File: src/rtl/band_trigger_sequencer_if.sv
`default_nettype none
// ============================================================================
// Module   : band_trigger_sequencer_if
// Purpose  : Bundle of channel-side inputs and trigger-side outputs shared
//            between the band trigger sequencer and whoever drives it.
// Revision : 1.0  initial release
// ============================================================================
interface band_trigger_sequencer_if #(
  parameter int NCH   = 8,
  parameter int CNT_W = 16
);
  logic [NCH-1:0]   antennaS;
  logic [NCH-1:0]   chan_en;
  logic [5:0]       threshold;
  logic             enable;
  logic [3:0]       trigger_shifter;
  logic             trig;
  logic             busy;
  logic [NCH-1:0]   hit_pattern;
  logic [CNT_W-1:0] trig_count;
  logic [CNT_W-1:0] drop_count;

  // Side that supplies hit lines and configuration
  modport master (
    output antennaS, chan_en, threshold, enable,
    input  trigger_shifter, trig, busy, hit_pattern, trig_count, drop_count
  );

  // Trigger sequencer side
  modport slave (
    input  antennaS, chan_en, threshold, enable,
    output trigger_shifter, trig, busy, hit_pattern, trig_count, drop_count
  );
endinterface
`default_nettype wire

File: src/rtl/band_trigger_sequencer.sv
`default_nettype none
// ============================================================================
// Module   : band_trigger_sequencer
// Purpose  : Masked coincidence trigger for NCH band_pulse channels. Drives
//            the freeze/latch step sequence, enforces a holdoff and keeps
//            accepted-trigger and dropped-coincidence counters.
// Revision : 1.0  initial release
// ============================================================================
module band_trigger_sequencer #(
  parameter int NCH     = 8,
  parameter int HOLDOFF = 16,
  parameter int CNT_W   = 16
) (
  input  wire logic              clk_r2,
  input  wire logic              reset,
  band_trigger_sequencer_if.slave bus
);

  typedef enum logic [1:0] {
    ST_IDLE    = 2'd0,
    ST_FREEZE  = 2'd1,
    ST_HOLDOFF = 2'd2
  } state_t;

  // Holdoff counter load value: counting HOLDOFF-1 down to 0 spans HOLDOFF cycles
  localparam logic [7:0]       c_hold_load = (HOLDOFF == 0) ? 8'd0 : 8'(HOLDOFF - 1);
  localparam logic [CNT_W-1:0] c_cnt_max   = '1;
  localparam logic [2:0]       c_last_step = 3'd5;

  // Stage 1 registers
  logic [NCH-1:0]   w_masked;
  logic [5:0]       w_pop;
  logic [5:0]       r_pop;
  logic [NCH-1:0]   r_hit;

  // Sequencer state and its next-state values
  state_t           r_state,    w_state;
  logic [2:0]       r_shift,    w_shift;
  logic             r_trig,     w_trig;
  logic             r_busy,     w_busy;
  logic [NCH-1:0]   r_hit_pat,  w_hit_pat;
  logic [CNT_W-1:0] r_trig_cnt, w_trig_cnt;
  logic [CNT_W-1:0] r_drop_cnt, w_drop_cnt;
  logic [7:0]       r_hold,     w_hold;
  logic             w_coin;

  assign w_masked = bus.antennaS & bus.chan_en;

  // Count enabled channels currently reporting a hit
  always_comb begin
    w_pop = 6'd0;
    for (int i = 0; i < NCH; i++) begin
      w_pop = w_pop + {5'd0, w_masked[i]};
    end
  end

  // Register coincidence population and masked hit lines
  always_ff @(posedge clk_r2) begin
    if (reset) begin
      r_pop <= 6'd0;
      r_hit <= '0;
    end else begin
      r_pop <= w_pop;
      r_hit <= w_masked;
    end
  end

  // A zero threshold disables triggering entirely
  assign w_coin = (bus.threshold != 6'd0) && (r_pop >= bus.threshold);

  // Sequencer state register
  always_ff @(posedge clk_r2) begin
    if (reset) begin
      r_state    <= ST_IDLE;
      r_shift    <= 3'd0;
      r_trig     <= 1'b0;
      r_busy     <= 1'b0;
      r_hit_pat  <= '0;
      r_trig_cnt <= '0;
      r_drop_cnt <= '0;
      r_hold     <= 8'd0;
    end else begin
      r_state    <= w_state;
      r_shift    <= w_shift;
      r_trig     <= w_trig;
      r_busy     <= w_busy;
      r_hit_pat  <= w_hit_pat;
      r_trig_cnt <= w_trig_cnt;
      r_drop_cnt <= w_drop_cnt;
      r_hold     <= w_hold;
    end
  end

  // Next-state, step sequence, counters
  always_comb begin
    w_state    = r_state;
    w_shift    = 3'd0;
    w_trig     = 1'b0;
    w_hit_pat  = r_hit_pat;
    w_trig_cnt = r_trig_cnt;
    w_drop_cnt = r_drop_cnt;
    w_hold     = r_hold;

    case (r_state)
      ST_IDLE: begin
        if (w_coin && bus.enable) begin
          w_state    = ST_FREEZE;
          w_shift    = 3'd1;
          w_trig     = 1'b1;
          w_hit_pat  = r_hit;
          w_trig_cnt = r_trig_cnt + 1'b1;
        end
      end
      ST_FREEZE: begin
        if (r_shift < c_last_step) begin
          w_shift = r_shift + 3'd1;
        end else if (HOLDOFF == 0) begin
          w_state = ST_IDLE;
        end else begin
          w_state = ST_HOLDOFF;
          w_hold  = c_hold_load;
        end
      end
      ST_HOLDOFF: begin
        if (r_hold == 8'd0) begin
          w_state = ST_IDLE;
        end else begin
          w_hold = r_hold - 8'd1;
        end
      end
      default: begin
        w_state = ST_IDLE;
      end
    endcase

    // Any coincidence that cannot start a trigger is counted as dropped
    if (w_coin && ((r_state != ST_IDLE) || !bus.enable) && (r_drop_cnt != c_cnt_max)) begin
      w_drop_cnt = r_drop_cnt + 1'b1;
    end

    w_busy = (w_state != ST_IDLE);
  end

  assign bus.trigger_shifter = {1'b0, r_shift};
  assign bus.trig            = r_trig;
  assign bus.busy            = r_busy;
  assign bus.hit_pattern     = r_hit_pat;
  assign bus.trig_count      = r_trig_cnt;
  assign bus.drop_count      = r_drop_cnt;

endmodule
`default_nettype wire
File: src/flat_wrapper.sv
// flat-port wrapper written by rule: the top's interface ports become plain ports
module band_trigger_sequencer_flat 
#(
  parameter int NCH     = 8,
  parameter int HOLDOFF = 16,
  parameter int CNT_W   = 16
)
  (clk_r2, reset, bus_antennaS, bus_chan_en, bus_threshold, bus_enable, bus_trigger_shifter, bus_trig, bus_busy, bus_hit_pattern, bus_trig_count, bus_drop_count);
  band_trigger_sequencer_if #(.NCH(NCH), .CNT_W(CNT_W)) bus_i ();
  input  wire logic clk_r2;
  input  wire logic reset;
  input wire logic [$bits(bus_i.antennaS)-1:0] bus_antennaS;
  input wire logic [$bits(bus_i.chan_en)-1:0] bus_chan_en;
  input wire logic [$bits(bus_i.threshold)-1:0] bus_threshold;
  input wire logic [$bits(bus_i.enable)-1:0] bus_enable;
  output wire logic [$bits(bus_i.trigger_shifter)-1:0] bus_trigger_shifter;
  output wire logic [$bits(bus_i.trig)-1:0] bus_trig;
  output wire logic [$bits(bus_i.busy)-1:0] bus_busy;
  output wire logic [$bits(bus_i.hit_pattern)-1:0] bus_hit_pattern;
  output wire logic [$bits(bus_i.trig_count)-1:0] bus_trig_count;
  output wire logic [$bits(bus_i.drop_count)-1:0] bus_drop_count;
  assign bus_i.antennaS = bus_antennaS;
  assign bus_i.chan_en = bus_chan_en;
  assign bus_i.threshold = bus_threshold;
  assign bus_i.enable = bus_enable;
  assign bus_trigger_shifter = bus_i.trigger_shifter;
  assign bus_trig = bus_i.trig;
  assign bus_busy = bus_i.busy;
  assign bus_hit_pattern = bus_i.hit_pattern;
  assign bus_trig_count = bus_i.trig_count;
  assign bus_drop_count = bus_i.drop_count;
  band_trigger_sequencer #(.NCH(NCH), .HOLDOFF(HOLDOFF), .CNT_W(CNT_W)) u_core (.clk_r2(clk_r2), .reset(reset), .bus(bus_i));
endmodule
File: config.mk
export PLATFORM = sky130hd
export DESIGN_NAME = band_trigger_sequencer_flat
export DESIGN_NICKNAME = d
export VERILOG_FILES = /design/src/rtl/band_trigger_sequencer_if.sv /design/src/rtl/band_trigger_sequencer.sv /design/src/flat_wrapper.sv
export SDC_FILE = /design/constraint.sdc
export NUM_CORES = 1
export LEC_CHECK = 0
export CORE_ASPECT_RATIO = 1.1
export CORE_MARGIN = 2
export CORE_UTILIZATION = 54
export CTS_CLUSTER_DIAMETER = 60
export DETAILED_ROUTE_END_ITERATION = 16
export PLACE_DENSITY_LB_ADDON = 0.1
export SKIP_CTS_REPAIR_TIMING = 1
export SLEW_MARGIN = 40
export SYNTH_ARGS = -nofsm -noshare
export SYNTH_HDL_FRONTEND = slang
export SYNTH_SLANG_ARGS = --single-unit
File: constraint.sdc
create_clock -name clk_r2 -period 5.9 [get_ports clk_r2]
set_input_delay 0.59 -clock clk_r2 [delete_from_list [all_inputs] [get_ports clk_r2]]
set_output_delay 0.59 -clock clk_r2 [all_outputs]
set_load 0.05 [all_outputs]
==> impl_metrics.csv, run 1 <==
group,metric,value,unit
status,status,"completed",
flow_run,max_cap_viol_count,0,
route,route.detailed.drc,0,
floorplan,fp-row-count,29,
clock_tree,numCtsBuffers,9,
global_routing,grt_max_degree,68,
worst_hold_path,hold_class,"flip-flop to flip-flop",
placed_design,gp_congestion,0.835,
timing,min_period,3.11,ns
route,drtIter0Drc,128,
clock_tree,cts_tree,"done",
worst_setup_path,path_cells,"clkdlybuf4s50_1 > and2_1 > ha_1 > inv_1 > fa_1 > fa_1 > inv_1 > fa_1 > inv_1 > fa_1 > nor2_1",
placed_design,place.port_buffers,69,
synth,ys_seq_area_share,42.4,%
timing,skew,0.00627,ns
synth,synth_nets,393,
floorplan,coreArea,5730,um^2
synth,synth.area.top_cells,"dfxtp_1, nor2_1, ha_1",
synth,synth_top_family_by_area,"simple AND/OR/NAND/NOR gates",
worst_setup_path,cp_top_family,"adder cells",
synth,ys_ff_latch,67,
floorplan,die_w,77.0,um
worst_setup_path,cp_data_required_time,6.18,ns
floorplan,num_io_pins,71,
synth,synth_compound_area_share,13.0,%
floorplan,die_y,84.3,um
finish,final_cell_mix,"clkdlybuf4s50_1, dfxtp_1, nor2_1",
worst_setup_path,critPathMaxStageDelay,0.49,ns
worst_setup_path,crit_path_frequent_cell,"fa_1",
clock_tree,clock_sinks,67,
route,detail-route-antenna-nets,0,
placed_design,hpwl,4540,um
finish,final_common_cell,"clkdlybuf4s50_1",
clock_tree,cts_root_buf,"clkbuf_8",
synth,synth_top_cell_area_share,42.4,%
route,firstDrtPassIters,4,
route,avgViaCountPerCell,5.52,
finish,final_nets,459,
worst_setup_path,crit_arrival,3.39,ns
global_routing,grt_pass1_vias,2462,
synth,synth_top_cell_by_area,"dfxtp_1",
synth,syn_inst,353,
clock_tree,clk_pin_slew_worst_paths,0.08,ns
global_routing,grt_pass1_wl,11000,um
timing,slew_headroom,52.1,%
finish,area_delta_synth_final,30.3,%
timing,hold_violations,0,
synth,syn_area_per_cell,8.97,um^2
synth,synth_warnings,0,
synth,synth_xor_area_share,3.04,%
worst_setup_path,setup.worst_path.end_class,"flip-flop",
timing,slew_violations,0,
worst_setup_path,startpoint_type,"input port",
worst_setup_path,crit_type,"input port to flip-flop",
route,routed_wl,6550,um
timing,fin_crit_sh,52.7,%
global_routing,antenna_found_initial,0,
synth,synth-async-reset-ratio,0,%
finish,final_area,4130,um^2
synth,synth_fa_ha_area_share,6.87,%
route,vias,2768,
timing,setup_viol_count_final,0,
power_and_ir_drop,p_per_area,236,nW/um^2
power_and_ir_drop,finalPower,0.975,mW
floorplan,die-area,6490,um^2
power_and_ir_drop,power.leakage,1.44,nW
synth,synth.area.mux_share,4.62,%
route,wire_per_inst,13.1,um
worst_setup_path,cp_slowest_cell,"fa_1",
synth,synth_edf_count,0,
placed_design,place_area,3900,um^2
placed_design,place_inst,485,
synth,yosys.area_share.simple,25.6,%
synth,synth_ff_type,"dfxtp_1",
global_routing,track_usage,20.8,%
floorplan,initial_utilization,55.2,%
worst_setup_path,cp_num_buf_inv,4,
worst_setup_path,crit_path_max_fanout,2,
finish,drive_above_1_share,6.13,%
clock_tree,clk_latency,0.34,ns
timing,whs,0.469,ns
synth,syn-cell-area,3170,um^2
timing,rsz0062_at_grt,"false",
synth,synth_cell_type_count,45,
timing,tns,0,ns
timing,worst_pin_slew,0.717,ns
timing,max_freq,0.321,GHz
global_routing,overflow,0,
power_and_ir_drop,peakVddDrop,159,uV
finish,n_fill_cell,474,
clock_tree,htree_num_levels,3,
finish,finalNonFillerCells,501,
clock_tree,cts_buffer_depth,2,
finish,diodes,0,
## Yosys cell counts (2+ instances only)
cell type,instances
nor2b_1,11
a311oi_1,2
o31ai_1,11
nand3_1,10
and4_1,4
o21ai_1,3
nand4_2,2
nand4_1,7
xor2_1,5
clkbuf_1,8
or4_1,11
nor3_1,12
nor2_1,37
buf_1,3
ha_1,11
xnor2_1,6
o21a_1,2
and3_1,2
a21oi_1,22
and2_1,6
inv_1,19
or3_1,13
buf_4,2
a211oi_1,5
buf_2,2
nor3b_1,3
nand2_1,17
o21ai_0,14
nor4_1,6
mux2i_1,9
mux2_1,5
dfxtp_1,67
fa_1,4
## state kept, by name, summed over array words and instances (netlist names)
register	count
u_core.bus.hit_pattern	8
u_core.bus.trig	1
u_core.r_hit	8
u_core.bus.drop_count	16
u_core.r_pop	4
u_core.r_state	2
u_core.bus.trig_count	16
u_core.r_shift	3
u_core.bus.busy	1
u_core.r_hold	8
## where the power goes
| group | internal (mW) | switching, mW | total (mW) |
|---|---|---|---|
| clock network | 0.241 | 0.189 | 0.429 |
| registers | 0.459 | 0.00276 | 0.462 |
| logic | 0.0365 | 0.0472 | 0.0838 |
## cells by family after synthesis
kind of cell    after synthesis
compound gates               64
xor+xnor                     11
fa+ha+maj                    15
buf+inv                      34
flops                        67
mux                          14
other cells                   1
simple gates                147
## path summary, 6_finish.rpt
path / from / end / slack, ns / cells past startpoint
worst max register to register: u_core.r_pop[2]$_SDFF_PP0_ / u_core.bus.trig_count[14]$_SDFFE_PP0P_ / 3.39 / 6
worst max-delay path: bus_antennaS[1] / u_core.r_pop[1]$_SDFF_PP0_ / 2.79 / 11
worst min-delay path: u_core.r_hit[3]$_SDFF_PP0_ / u_core.bus.hit_pattern[3]$_SDFFE_PP0P_ / 0.47 / 2
worst min register to register: u_core.r_hit[3]$_SDFF_PP0_ / u_core.bus.hit_pattern[3]$_SDFFE_PP0P_ / 0.47 / 2
## layer usage
| metal | routed length (um) | track usage, % |
|---|---|---|
| met3 | 307 | 4.84 |
| met4 | 94 | 9.42 |
| met1 | 3020 | 27.0 |
| met2 | 3130 | 33.2 |
| met5 | 0 | 0 |
## per-stage QoR
step	utilization [%]	worst slack, ns
after CTS	72.0	2.79
after global routing	72.0	2.66
after detailed placement	68.0	2.43
final	72.0	2.79
after global placement	67.9	2.47
after floorplan	-	2.92
## layout make-up
type,instances,area (um^2),area share (%)
clock buffer,9,124,3.00
clock inverter,7,101,2.46
inverter,19,71.3,1.73
multi-input combinational,252,1700,41.2
sequential,67,1340,32.5
tap,77,96.3,2.33
timing repair buffer,70,693,16.8
## worst reg2reg max path, stage by stage (launching register included)
cell	delay, ns
dfxtp_1	0.31
ha_1	0.29
o21ai_2	0.08
a2111oi_4	0.52
nand4_1	0.50
nor3_1	0.37
mux2_1	0.34
(Power assumes the default switching activity.)
==> run 2, diff against run 1 <==
--- a/config.mk
+++ b/config.mk
@@ -7,7 +7,7 @@
 export LEC_CHECK = 0
 export CORE_ASPECT_RATIO = 1.1
 export CORE_MARGIN = 2
-export CORE_UTILIZATION = 54
+export CORE_UTILIZATION = 50
 export CTS_CLUSTER_DIAMETER = 60
 export DETAILED_ROUTE_END_ITERATION = 16
 export PLACE_DENSITY_LB_ADDON = 0.1
==> constraint.sdc (replaced) <==
create_clock -name clk_r2 -period 3.1 [get_ports clk_r2]
set_input_delay 0.31 -clock clk_r2 [delete_from_list [all_inputs] [get_ports clk_r2]]
set_output_delay 0.31 -clock clk_r2 [all_outputs]
set_load 0.05 [all_outputs]
==> run 2 against run 1 <==
- critical path depth unchanged
- clock power increased by 60%
- non-clock buffer count increased by 3
- first-iteration DRC count decreased by 15%
- sequential share of layout area about the same
- register-to-register slack got worse by 2.6 ns
- total power increased by 77%
- combinational power increased by 91%
- flip-flop and latch count unchanged
- setup slack got worse by 2.5 ns
- critical path type unchanged
- highest routed layer unchanged
==> impl_metrics.csv, run 2 (same netlist as run 1, synthesis figures left out) <==
group,metric,value,unit
route,drtIter0Drc,109,
finish,final_common_cell,"clkdlybuf4s50_1",
global_routing,overflow,0,
clock_tree,clock_sinks,67,
placed_design,place_area,3930,um^2
worst_setup_path,crit_arrival,3.12,ns
timing,fin_crit_sh,92.0,%
finish,multiInputGateArea,1690,um^2
clock_tree,cts_root_buf,"clkbuf_8",
finish,area_delta_synth_final,30.1,%
finish,final_nets,462,
timing,rsz0062_at_grt,"false",
route,avgViaCountPerCell,5.35,
floorplan,coreArea,6160,um^2
finish,regArea,1340,um^2
timing,setup_viol_count_final,0,
timing,worst_pin_slew,0.585,ns
global_routing,track_usage,19.9,%
timing,max_freq,0.351,GHz
global_routing,grt_pass1_vias,2517,
route,detail-route-antenna-nets,0,
placed_design,place.port_buffers,69,
clock_tree,htree_num_levels,3,
timing,tns,0,ns
clock_tree,cts_tree,"done",
placed_design,gp_congestion,0.808,
timing,whs,0.425,ns
timing,min_period,2.85,ns
worst_setup_path,setup.worst_path.end_class,"flip-flop",
power_and_ir_drop,power.leakage,1.45,nW
route,route.detailed.drc,0,
floorplan,die-area,6990,um^2
global_routing,grt_pass1_wl,11100,um
finish,n_fill_cell,537,
power_and_ir_drop,finalPower,1.73,mW
worst_setup_path,cp_data_required_time,3.37,ns
finish,diodes,0,
floorplan,num_io_pins,71,
route,firstDrtPassIters,4,
flow_run,max_cap_viol_count,0,
timing,hold_violations,0,
finish,final_cell_mix,"clkdlybuf4s50_1, dfxtp_1, nor2_1",
global_routing,grt_max_degree,48,
global_routing,antenna_found_initial,0,
worst_setup_path,crit_type,"input port to flip-flop",
worst_setup_path,startpoint_type,"input port",
floorplan,die_w,79.9,um
status,status,"completed",
route,wire_per_inst,12.6,um
worst_hold_path,hold_class,"input port to flip-flop",
power_and_ir_drop,p_per_area,419,nW/um^2
placed_design,hpwl,4580,um
clock_tree,numCtsBuffers,9,
timing,skew,0.0114,ns
route,vias,2712,
floorplan,die_y,87.5,um
floorplan,fp-row-count,30,
finish,final_area,4120,um^2
route,routed_wl,6390,um
power_and_ir_drop,peakVddDrop,273,uV
worst_setup_path,crit_path_max_fanout,2,
finish,drive_above_1_share,6.32,%
timing,slew_headroom,60.6,%
clock_tree,clk_latency,0.34,ns
timing,slew_violations,0,
clock_tree,cts_buffer_depth,2,
clock_tree,clk_pin_slew_worst_paths,0.07,ns
floorplan,initial_utilization,51.4,%
==> run 2: area by class of cell <==
cell class / count / share of cell area, %
Timing Repair Buffer: 73 / 17.7
Multi-Input combinational cell: 252 / 41.1
Tap cell: 80 / 2.43
Clock buffer: 11 / 3.19
Inverter: 19 / 1.73
Sequential cell: 67 / 32.5
Clock inverter: 5 / 1.31
==> run 2: power breakdown <==
part           internal [mW]  total (mW)  switching, mW
Sequential             0.874       0.879        0.00513
Clock                  0.369       0.688          0.319
Combinational         0.0717       0.160         0.0882
Total                   1.32        1.73          0.412
==> run 2: metal layers <==
metal / GRT usage, % / wire (um)
met2: 32.2 / 3010
met3: 3.94 / 239
met1: 26.1 / 3050
met4: 8.17 / 94
met5: 0 / 0
==> run 2: critical path, cell delays in order <==
cell             delay [ns]
clkdlybuf4s50_1        0.39
and2_1                 0.16
ha_1                   0.29
inv_1                  0.08
fa_1                   0.43
fa_1                   0.49
inv_1                  0.05
fa_1                   0.38
inv_1                  0.08
fa_1                   0.40
nor2_1                 0.08
==> run 2: worst paths after layout <==
check,slack [ns],startpoint,cells past startpoint,to
hold / removal,0.43,reset,2,u_core.bus.trig_count[3]$_SDFFE_PP0P_
setup reg to reg,0.82,u_core.r_pop[2]$_SDFF_PP0_,7,u_core.bus.drop_count[5]$_SDFFE_PP0P_
setup / recovery,0.25,bus_antennaS[1],11,u_core.r_pop[1]$_SDFF_PP0_
hold reg to reg,0.47,u_core.r_hit[5]$_SDFF_PP0_,2,u_core.bus.hit_pattern[5]$_SDFFE_PP0P_
==> run 2: per-stage QoR <==
step                worst slack (ns)  cells  util [%]
floorplan                      0.399    353         -
global placement             -0.0442    491      63.8
detailed placement           -0.0949    491      63.9
CTS                            0.244    507      66.9
global route                  0.0993    507      67.0
finish                         0.248    507      67.0
